File: config.mk
export PLATFORM = sky130hd
export DESIGN_NAME = module_display_arbiter
export DESIGN_NICKNAME = d
export VERILOG_FILES = /design/src/rtl/module_display_arbiter_pkg.sv /design/src/rtl/module_hold_timer.sv /design/src/rtl/module_display_arbiter.sv
export SDC_FILE = /design/constraint.sdc
export NUM_CORES = 1
export LEC_CHECK = 0
export CORE_MARGIN = 4
export CORE_UTILIZATION = 40
export CTS_BUF_LIST = sky130_fd_sc_hd__clkbuf_16
export CTS_CLUSTER_SIZE = 24
export DETAILED_ROUTE_END_ITERATION = 10
export GPL_TIMING_DRIVEN = 0
export PLACE_DENSITY_LB_ADDON = 0.3
export SYNTH_ARGS = -nofsm -noshare
export SYNTH_HDL_FRONTEND = slang
export SYNTH_SLANG_ARGS = --single-unit
File: constraint.sdc
create_clock -name clk_i -period 6.34 [get_ports clk_i]
set_input_delay 0.634 -clock clk_i [delete_from_list [all_inputs] [get_ports clk_i]]
set_output_delay 0.634 -clock clk_i [all_outputs]
set_load 0.005 [all_outputs]
File: src/rtl/module_display_arbiter_pkg.sv
// Shared types and defaults for the display register-bank write arbiter.
`timescale 1ns/1ps
package pkg_display_arb;

   typedef enum logic [1:0] {
      IDLE  = 2'd0,
      WRITE = 2'd1,
      HOLD  = 2'd2
   } arb_state_t;

   localparam int DATA_W          = 32;
   localparam int HOLD_CYCLES_DEF = 10000;

endpackage

File: src/rtl/module_hold_timer.sv
// Loadable down-counter that stops at zero; zero_o flags an expired count.
`timescale 1ns/1ps
module module_hold_timer #(
   parameter int CNT_W = 20
) (
   input  logic             clk_i,
   input  logic             rst_n_i,
   input  logic             load_i,
   input  logic [CNT_W-1:0] value_i,
   output logic             zero_o
);

   logic [CNT_W-1:0] cnt_q;

   // Saturates at zero so an idle timer never wraps.
   always_ff @(posedge clk_i or negedge rst_n_i) begin
      if (!rst_n_i) begin
         cnt_q <= '0;
      end else if (load_i) begin
         cnt_q <= value_i;
      end else if (cnt_q != '0) begin
         cnt_q <= cnt_q - 1'b1;
      end
   end

   assign zero_o = (cnt_q == '0);

endmodule

File: src/rtl/module_display_arbiter.sv
// Round-robin arbiter for the display register-bank write port, with a
// minimum display hold time after every write.
`timescale 1ns/1ps
module module_display_arbiter #(
   parameter int DATA_W      = pkg_display_arb::DATA_W,
   parameter int HOLD_CYCLES = pkg_display_arb::HOLD_CYCLES_DEF,
   parameter int CNT_W       = 20
) (
   input  logic              clk_i,
   input  logic              rst_n_i,
   input  logic              req0_i,
   input  logic [DATA_W-1:0] data0_i,
   input  logic              req1_i,
   input  logic [DATA_W-1:0] data1_i,
   output logic              gnt0_o,
   output logic              gnt1_o,
   output logic              write_en_o,
   output logic [DATA_W-1:0] data_o,
   output logic              owner_o,
   output logic              busy_o
);

   import pkg_display_arb::*;

   localparam logic [CNT_W-1:0] HOLD_LOAD = CNT_W'(HOLD_CYCLES - 1);

   arb_state_t        state_q, state_d;
   logic              rr_q, rr_d;
   logic              winner;
   logic [DATA_W-1:0] data_d;
   logic              owner_d;
   logic              load;
   logic              hold_zero;

   module_hold_timer #(
      .CNT_W (CNT_W)
   ) u_hold_timer (
      .clk_i   (clk_i),
      .rst_n_i (rst_n_i),
      .load_i  (load),
      .value_i (HOLD_LOAD),
      .zero_o  (hold_zero)
   );

   always_comb begin
      state_d = state_q;
      rr_d    = rr_q;
      data_d  = data_o;
      owner_d = owner_o;
      load    = 1'b0;
      winner  = 1'b0;
      case (state_q)
         IDLE: begin
            if (req0_i || req1_i) begin
               // rr only breaks ties; a lone requester always wins.
               winner  = (req0_i && req1_i) ? rr_q : req1_i;
               data_d  = winner ? data1_i : data0_i;
               owner_d = winner;
               rr_d    = ~winner;
               state_d = WRITE;
            end
         end
         WRITE: begin
            load    = 1'b1;
            state_d = HOLD;
         end
         HOLD: begin
            if (hold_zero) state_d = IDLE;
         end
         default: state_d = IDLE;
      endcase
   end

   // Outputs are registered from the next state so they line up with it.
   always_ff @(posedge clk_i or negedge rst_n_i) begin
      if (!rst_n_i) begin
         state_q    <= IDLE;
         rr_q       <= 1'b0;
         data_o     <= '0;
         owner_o    <= 1'b0;
         write_en_o <= 1'b0;
         gnt0_o     <= 1'b0;
         gnt1_o     <= 1'b0;
         busy_o     <= 1'b0;
      end else begin
         state_q    <= state_d;
         rr_q       <= rr_d;
         data_o     <= data_d;
         owner_o    <= owner_d;
         write_en_o <= (state_d == WRITE);
         gnt0_o     <= (state_d == WRITE) && !owner_d;
         gnt1_o     <= (state_d == WRITE) && owner_d;
         busy_o     <= (state_d != IDLE);
      end
   end

endmodule

==> results.json, run 1 <==
{
  "avgSynthCellArea_um2": 11.2,
  "drive_gt1_share_pct": 6.97,
  "busiest_layer": "met2",
  "ant_nets": 0,
  "htree_levels": 3,
  "cts_resized": 0,
  "criticalPathCategory": "reg2reg",
  "start_kind": "flip-flop",
  "ios": 105,
  "async_flop_share_pct": 100,
  "fin_skew_ns": 0.00409,
  "cts_buffer_depth": 2,
  "power_frac_seq_pct": 33.1,
  "post-cts-setup-buffer-count": 0,
  "fmaxAchievable_mhz": 410,
  "status": "finished, final reports clean",
  "cp.arrival_ns": 2.65,
  "r2r_end": "u_hold_timer.cnt_q[1]",
  "drt_first_pass_iters": 4,
  "hold_slack_ns": 0.354,
  "finalHoldViolCount": 0,
  "place_area_um2": 4000,
  "syn_inst": 252,
  "clkLatencyLatePin_ns": 0.32,
  "ys_seq_area_share_pct": 53.1,
  "rsz0062_at_grt": "false",
  "synth_nets": 322,
  "cp_max_fo": 10,
  "dp_hpwl_mm": 5.91,
  "ctsHoldBuffers": 0,
  "intPower_w": 0.00137,
  "maxSlewViolCount": 0,
  "slew_headroom_pct": 40.0,
  "setup_ws_ns": 3.90,
  "rr_startpoint": "u_hold_timer.cnt_q[0]",
  "use_met3_pct": 8.86,
  "cts_root_buf": "clkbuf_16",
  "setup_viol": 0,
  "gr-usage-met2_pct": 31.6,
  "grtUsageTotal_pct": 19.6,
  "coreArea_um2": 6830,
  "finalWeightedCongestion": 0.870,
  "antenna_found_initial": 0,
  "fin_crit_ns": 2.44,
  "port_buffers": 104,
  "maxCapViolations": 0,
  "rows": 30,
  "die_w_um": 92.1,
  "place_inst": 453,
  "cts.clk_slew.worst_paths_ns": 0.05,
  "routedWlPerCell_um": 17.1,
  "viasPerCell": 5.40,
  "die_h_um": 92.1,
  "synthFlopType": "dfrtp_1",
  "ys_ff_latch": 60,
  "p_sw_share_pct": 30.0,
  "syn-cell-area_um2": 2830,
  "diodes": 0,
  "synth.distinct_cells": 40,
  "area_growth_pct": 53.3,
  "numCtsBuffers": 9,
  "end_kind": "flip-flop",
  "p_comb_share_pct": 39.2,
  "totalWireLength_mm": 8.01,
  "grt-ovfl-total": 0,
  "cts_sinks": 60,
  "synth-edff-count": 0,
  "final_area_um2": 4330,
  "layout.cells.non_filler": 469,
  "drc": 0,
  "reg2regPathDepth": 7,
  "fin_tns_setup_ns": 0,
  "vdd_drop_max_v": 0.000207,
  "cp.required_ns": 6.55,
  "clockPowerShare_pct": 27.7,
  "grt_max_degree": 32,
  "timing.final.crit_share_pct": 38.5,
  "power_density_nw_per_um2": 451,
  "grt_pass1_wl_mm": 12.9,
  "num-nets-final": 438,
  "num_vias": 2532,
  "start_util_pct": 41.4,
  "p_leak_nw": 1.77,
  "min_path_type": "in2async",
  "worst_pin_slew_ns": 0.893,
  "reg2reg_slack_ns": 3.90,
  "gr-usage-met1_pct": 22.8,
  "grt_pass1_vias": 2628,
  "p_switching_w": 0.000588,
  "dieArea_um2": 8480,
  "cts_tree": "done",
  "place_ws_ns": 3.55,
  "yosys_warnings": 0,
  "initialDrtViolationCount": 111
}
[power groups by stage]
| stage | clock network [W] | registers (W) | logic (W) |
|---|---|---|---|
| finish | 0.000542 | 0.000647 | 0.000766 |
| global route | 0.000573 | 0.000672 | 0.000839 |
| CTS | 0.000551 | 0.000646 | 0.000777 |
| detailed placement | 0 | 0.000641 | 0.000775 |
| global placement | 0 | 0.000642 | 0.000751 |
| floorplan | 0 | 0.000638 | 0.000375 |
[worst max-delay path: stages, from the launching register on]
cell and delay, ns:
dfrtp_1 0.40, inv_1 0.13, ha_1 0.17, or4b_4 0.49
nor4_4 0.50, buf_2 0.33, nand3_1 0.11, a21o_1 0.19
[worst max-delay path by stage]
stage                          startpoint                    end  slack (ns)  depth (start not counted)
floorplan           u_hold_timer.cnt_q[0]                 busy_o        4.15                          6
CTS                                req0_i              data_o[5]        3.88                          7
global route                       req0_i             data_o[21]        3.74                          7
global placement                  rst_n_i             data_o[19]        2.67                          1
detailed placement                 req0_i              data_o[5]        3.55                          7
finish              u_hold_timer.cnt_q[0]  u_hold_timer.cnt_q[1]        3.90                          7
[cells by family (layout without fill, tap and decap cells)]
kind of cell | count (synthesis) | after routing | share of synthesized area [%]
flops | 60 | 60 | 53.1
fa+ha+maj | 2 | 2 | 0.885
compound gates | 67 | 67 | 19.5
buf+inv | 21 | 142 | 2.83
mux | 6 | 6 | 2.12
simple gates | 96 | 96 | 21.6
[stage by stage]
stage / utilization (%) / power, W
2_1_floorplan: - / 0.00101
3_3_place_gp: 58.4 / 0.00139
3_5_place_dp: 58.6 / 0.00142
4_1_cts: 63.4 / 0.00197
5_1_grt: 63.4 / 0.00208
6_report: 63.4 / 0.00196
[final cells by class]
class / instances / area (um^2)
Buffer: 13 / 50.0
Clock buffer: 9 / 225
Clock inverter: 7 / 106
Fill cell: 553 / 2500
Inverter: 8 / 30.0
Multi-Input combinational cell: 171 / 1240
Sequential cell: 60 / 1500
Tap cell: 96 / 120
Timing Repair Buffer: 105 / 1060
[layout by cell type, fill, tap and decap left out, types with 2 or more instances in the layout]
master	Yosys	routed
a211o_1	2	2
a211oi_1	2	2
a21o_1	3	3
a21oi_1	8	8
a221o_1	32	32
and2_1	34	34
buf_2	1	2
bufinv_16	0	3
clkbuf_1	12	12
clkbuf_16	0	9
clkdlybuf4s50_1	0	103
clkinv_1	0	2
dfrtp_1	60	60
ha_1	2	2
inv_1	8	9
mux2i_1	6	6
nand2_1	10	10
nand2b_1	6	6
nand3_1	4	4
nor2_1	9	9
nor3_1	8	8
nor4_1	3	3
nor4_4	2	2
o211ai_1	2	2
o21ai_0	7	7
o311ai_0	2	2
o31ai_1	5	5
or2_2	2	2
or3_1	4	4
or4_1	2	2
or4_4	3	3
[synthesized netlist by cell type (2+ instances only)]
cell type / n / share of area (%)
dfrtp_1: 60 / 53
and2_1: 34 / 7.5
a221o_1: 32 / 11
clkbuf_1: 12 / 1.6
nand2_1: 10 / 1.3
nor2_1: 9 / 1.2
a21oi_1: 8 / 1.4
inv_1: 8 / 1.1
nor3_1: 8 / 1.4
o21ai_0: 7 / 1.2
mux2i_1: 6 / 2.1
nand2b_1: 6 / 1.3
o31ai_1: 5 / 1.3
nand3_1: 4 / 0.71
or3_1: 4 / 0.89
a21o_1: 3 / 0.80
nor4_1: 3 / 0.66
or4_4: 3 / 1.2
a211o_1: 2 / 0.62
a211oi_1: 2 / 0.53
ha_1: 2 / 0.89
nor4_4: 2 / 1.5
o211ai_1: 2 / 0.53
o311ai_0: 2 / 0.62
or2_2: 2 / 0.44
or4_1: 2 / 0.53
[registers in the layout, indices dropped and copies added, names as in the netlist]
name / flops
data_o: 32
rr_q: 1
u_hold_timer.cnt_q: 20
busy_o: 1
owner_o: 1
gnt0_o: 1
state_q: 2
gnt1_o: 1
write_en_o: 1
[routing by layer]
layer	wire [um]	share of wire, %	up-vias
li1	-	-	1186
met5	0	0	-
met1	3170	40	1244
met3	755	9.4	11
met2	3960	49	91
met4	119	1.5	0
No activity file was read; power rests on OpenSTA's default activity.
==> run 2: changes to the inputs <==
Clock period 6.34 ns to 2.3 ns, I/O delays scaled along.
==> results.json, run 2 (synthesis gave the netlist of run 1 again) <==
{
  "num-nets-final": 444,
  "clkLatencyLatePin_ns": 0.32,
  "top_regs": "data_o (32), u_hold_timer.cnt_q (20), state_q (2)",
  "cts_root_buf": "clkbuf_16",
  "htree_levels": 3,
  "setup_viol": 0,
  "fmaxAchievable_mhz": 444,
  "rr_startpoint": "u_hold_timer.cnt_q[0]",
  "min_path_type": "reg2reg",
  "diodes": 0,
  "dr_wl_met2_mm": 4.00,
  "maxCapViolations": 0,
  "grt_pass1_vias": 2651,
  "cp.arrival_ns": 2.42,
  "num_vias": 2549,
  "port_buffers": 104,
  "rows": 30,
  "end_kind": "flip-flop",
  "p_sw_share_pct": 30.3,
  "p_switching_w": 0.00165,
  "cts_sinks": 60,
  "drc": 0,
  "grt_max_degree": 32,
  "crit_path_max_incr_delay_ns": 0.49,
  "startpoint": "u_hold_timer.cnt_q[0]",
  "hold_slack_ns": 0.476,
  "coreArea_um2": 6830,
  "dp_hpwl_mm": 5.91,
  "finalWeightedCongestion": 0.870,
  "viasPerCell": 5.37,
  "place_ws_ns": -0.103,
  "highest-signal-layer": "met4",
  "cp_max_fo": 5,
  "criticalPathCategory": "reg2reg",
  "die_h_um": 92.1,
  "p_leak_nw": 1.79,
  "intPower_w": 0.00379,
  "cp.required_ns": 2.47,
  "reg2regPathDepth": 6,
  "grt_pass1_wl_mm": 13.0,
  "worstSetupEndpoint": "state_q[1]",
  "total_power_w": 0.00544,
  "final_cell_mix": "clkdlybuf4s50_1, dfrtp_1, and2_1",
  "path_cells": "inv_2 -> ha_1 -> or4b_4 -> or4_4 -> nor4_4 -> o21ai_0",
  "timing.final.crit_share_pct": 98.0,
  "grt-ovfl-total": 0,
  "area_growth_pct": 55.0,
  "drt-met1-wl_mm": 3.28,
  "wl_met3_um": 753,
  "initialDrtViolationCount": 119,
  "setup_ws_ns": 0.0466,
  "start_kind": "flip-flop",
  "dieArea_um2": 8480,
  "clockPowerShare_pct": 27.6,
  "power_density_nw_per_um2": 1240,
  "drive_gt1_share_pct": 8.71,
  "worst_pin_slew_ns": 0.894,
  "n_fill_cell": 549,
  "cp_slowest_cell": "or4b_4",
  "cts_tree": "done",
  "ios": 105,
  "layout.cells.non_filler": 475,
  "cts.clk_slew.worst_paths_ns": 0.05,
  "start_util_pct": 41.4,
  "finalHoldViolCount": 0,
  "r2r_end": "state_q[1]",
  "vdd_drop_max_v": 0.000571,
  "regMostFlops": "data_o",
  "grtUsageTotal_pct": 19.8,
  "fin_skew_ns": 0.00393,
  "place_inst": 453,
  "final_common_cell": "clkdlybuf4s50_1",
  "largest_reg_flops": 32,
  "cts_buffer_depth": 2,
  "totalWireLength_mm": 8.16,
  "drt_first_pass_iters": 4,
  "reg2reg_slack_ns": 0.05,
  "slew_headroom_pct": 39.9,
  "antenna_found_initial": 0,
  "ant_nets": 0,
  "fin_crit_ns": 2.25,
  "die_w_um": 92.1,
  "maxSlewViolCount": 0,
  "p_comb_share_pct": 39.5,
  "routedWlPerCell_um": 17.2,
  "numCtsBuffers": 9,
  "status": "finished, final reports clean",
  "power_frac_seq_pct": 32.8
}
==> run 2: changes by cell type in the layout (fill, tap and decap cells not counted) <==
| cell | change |
|---|---|
| buf_4 | +5 |
| dlygate4sd3_1 | +1 |
| inv_1 | -2 |
| inv_2 | +2 |
==> run 2: how the worst min path moves through the flow <==
stage	startpoint	to	cells past startpoint
3_3_place_gp	owner_o	owner_o	1
2_1_floorplan	rst_n_i	busy_o	0
4_1_cts	owner_o	owner_o	1
3_5_place_dp	rst_n_i	u_hold_timer.cnt_q[11]	1
6_report	owner_o	owner_o	1
5_1_grt	owner_o	owner_o	1
==> run 2: metrics by stage <==
stage	setup TNS (ns)	instance area, um^2	utilization, %
after floorplan	0	2830	-
after global placement	-58.27	3990	58.4
after detailed placement	-2.37	4000	58.6
after CTS	0	4360	63.8
after global routing	-0.0203	4380	64.1
final	0	4380	64.1
==> run 2: power groups by stage <==
stage	registers (W)	clock network, W	logic [W]
floorplan	0.00176	0	0.00103
global placement	0.00177	0	0.00207
global route	0.00185	0.00158	0.00235
CTS	0.00178	0.00152	0.00214
detailed placement	0.00177	0	0.00214
finish	0.00179	0.00150	0.00215
==> run 2: timing repair <==
item                                    CTS  global route
hold buffers                              1             0
pin swaps                                 3             0
endpoints found under the setup margin   13             4
cloned                                    0             0
buffers inserted                          2             3
endpoints found under the hold margin    29             0
gates resized for setup                   1             1
==> run 2: layer usage <==
| layer | vias up | GRT usage, % |
|---|---|---|
| met2 | 102 | 31.9 |
| met4 | 0 | 8.04 |
| met3 | 12 | 8.78 |
| li1 | 1199 | - |
| met1 | 1236 | 22.9 |
| met5 | - | 0 |
==> run 2: area by class of cell <==
cell class	instances	area, um^2	share of cell area (%)
Sequential cell	60	1500	34.3
Multi-Input combinational cell	171	1240	28.4
Timing Repair Buffer	111	1100	25.2
Clock buffer	9	225	5.14
Tap cell	96	120	2.74
Clock inverter	7	106	2.43
Buffer	13	50.0	1.14
Inverter	8	30.0	0.685
==> run 2: critical path, delay by kind of cell, from the launching register on <==
kind | cells | cell delay, ns
flip-flops | 1 | 0.40
AND/OR/NAND/NOR | 3 | 1.31
AO/OA/AOI/OAI | 1 | 0.13
adder cells (fa/ha/maj) | 1 | 0.16
buffers and inverters | 1 | 0.09
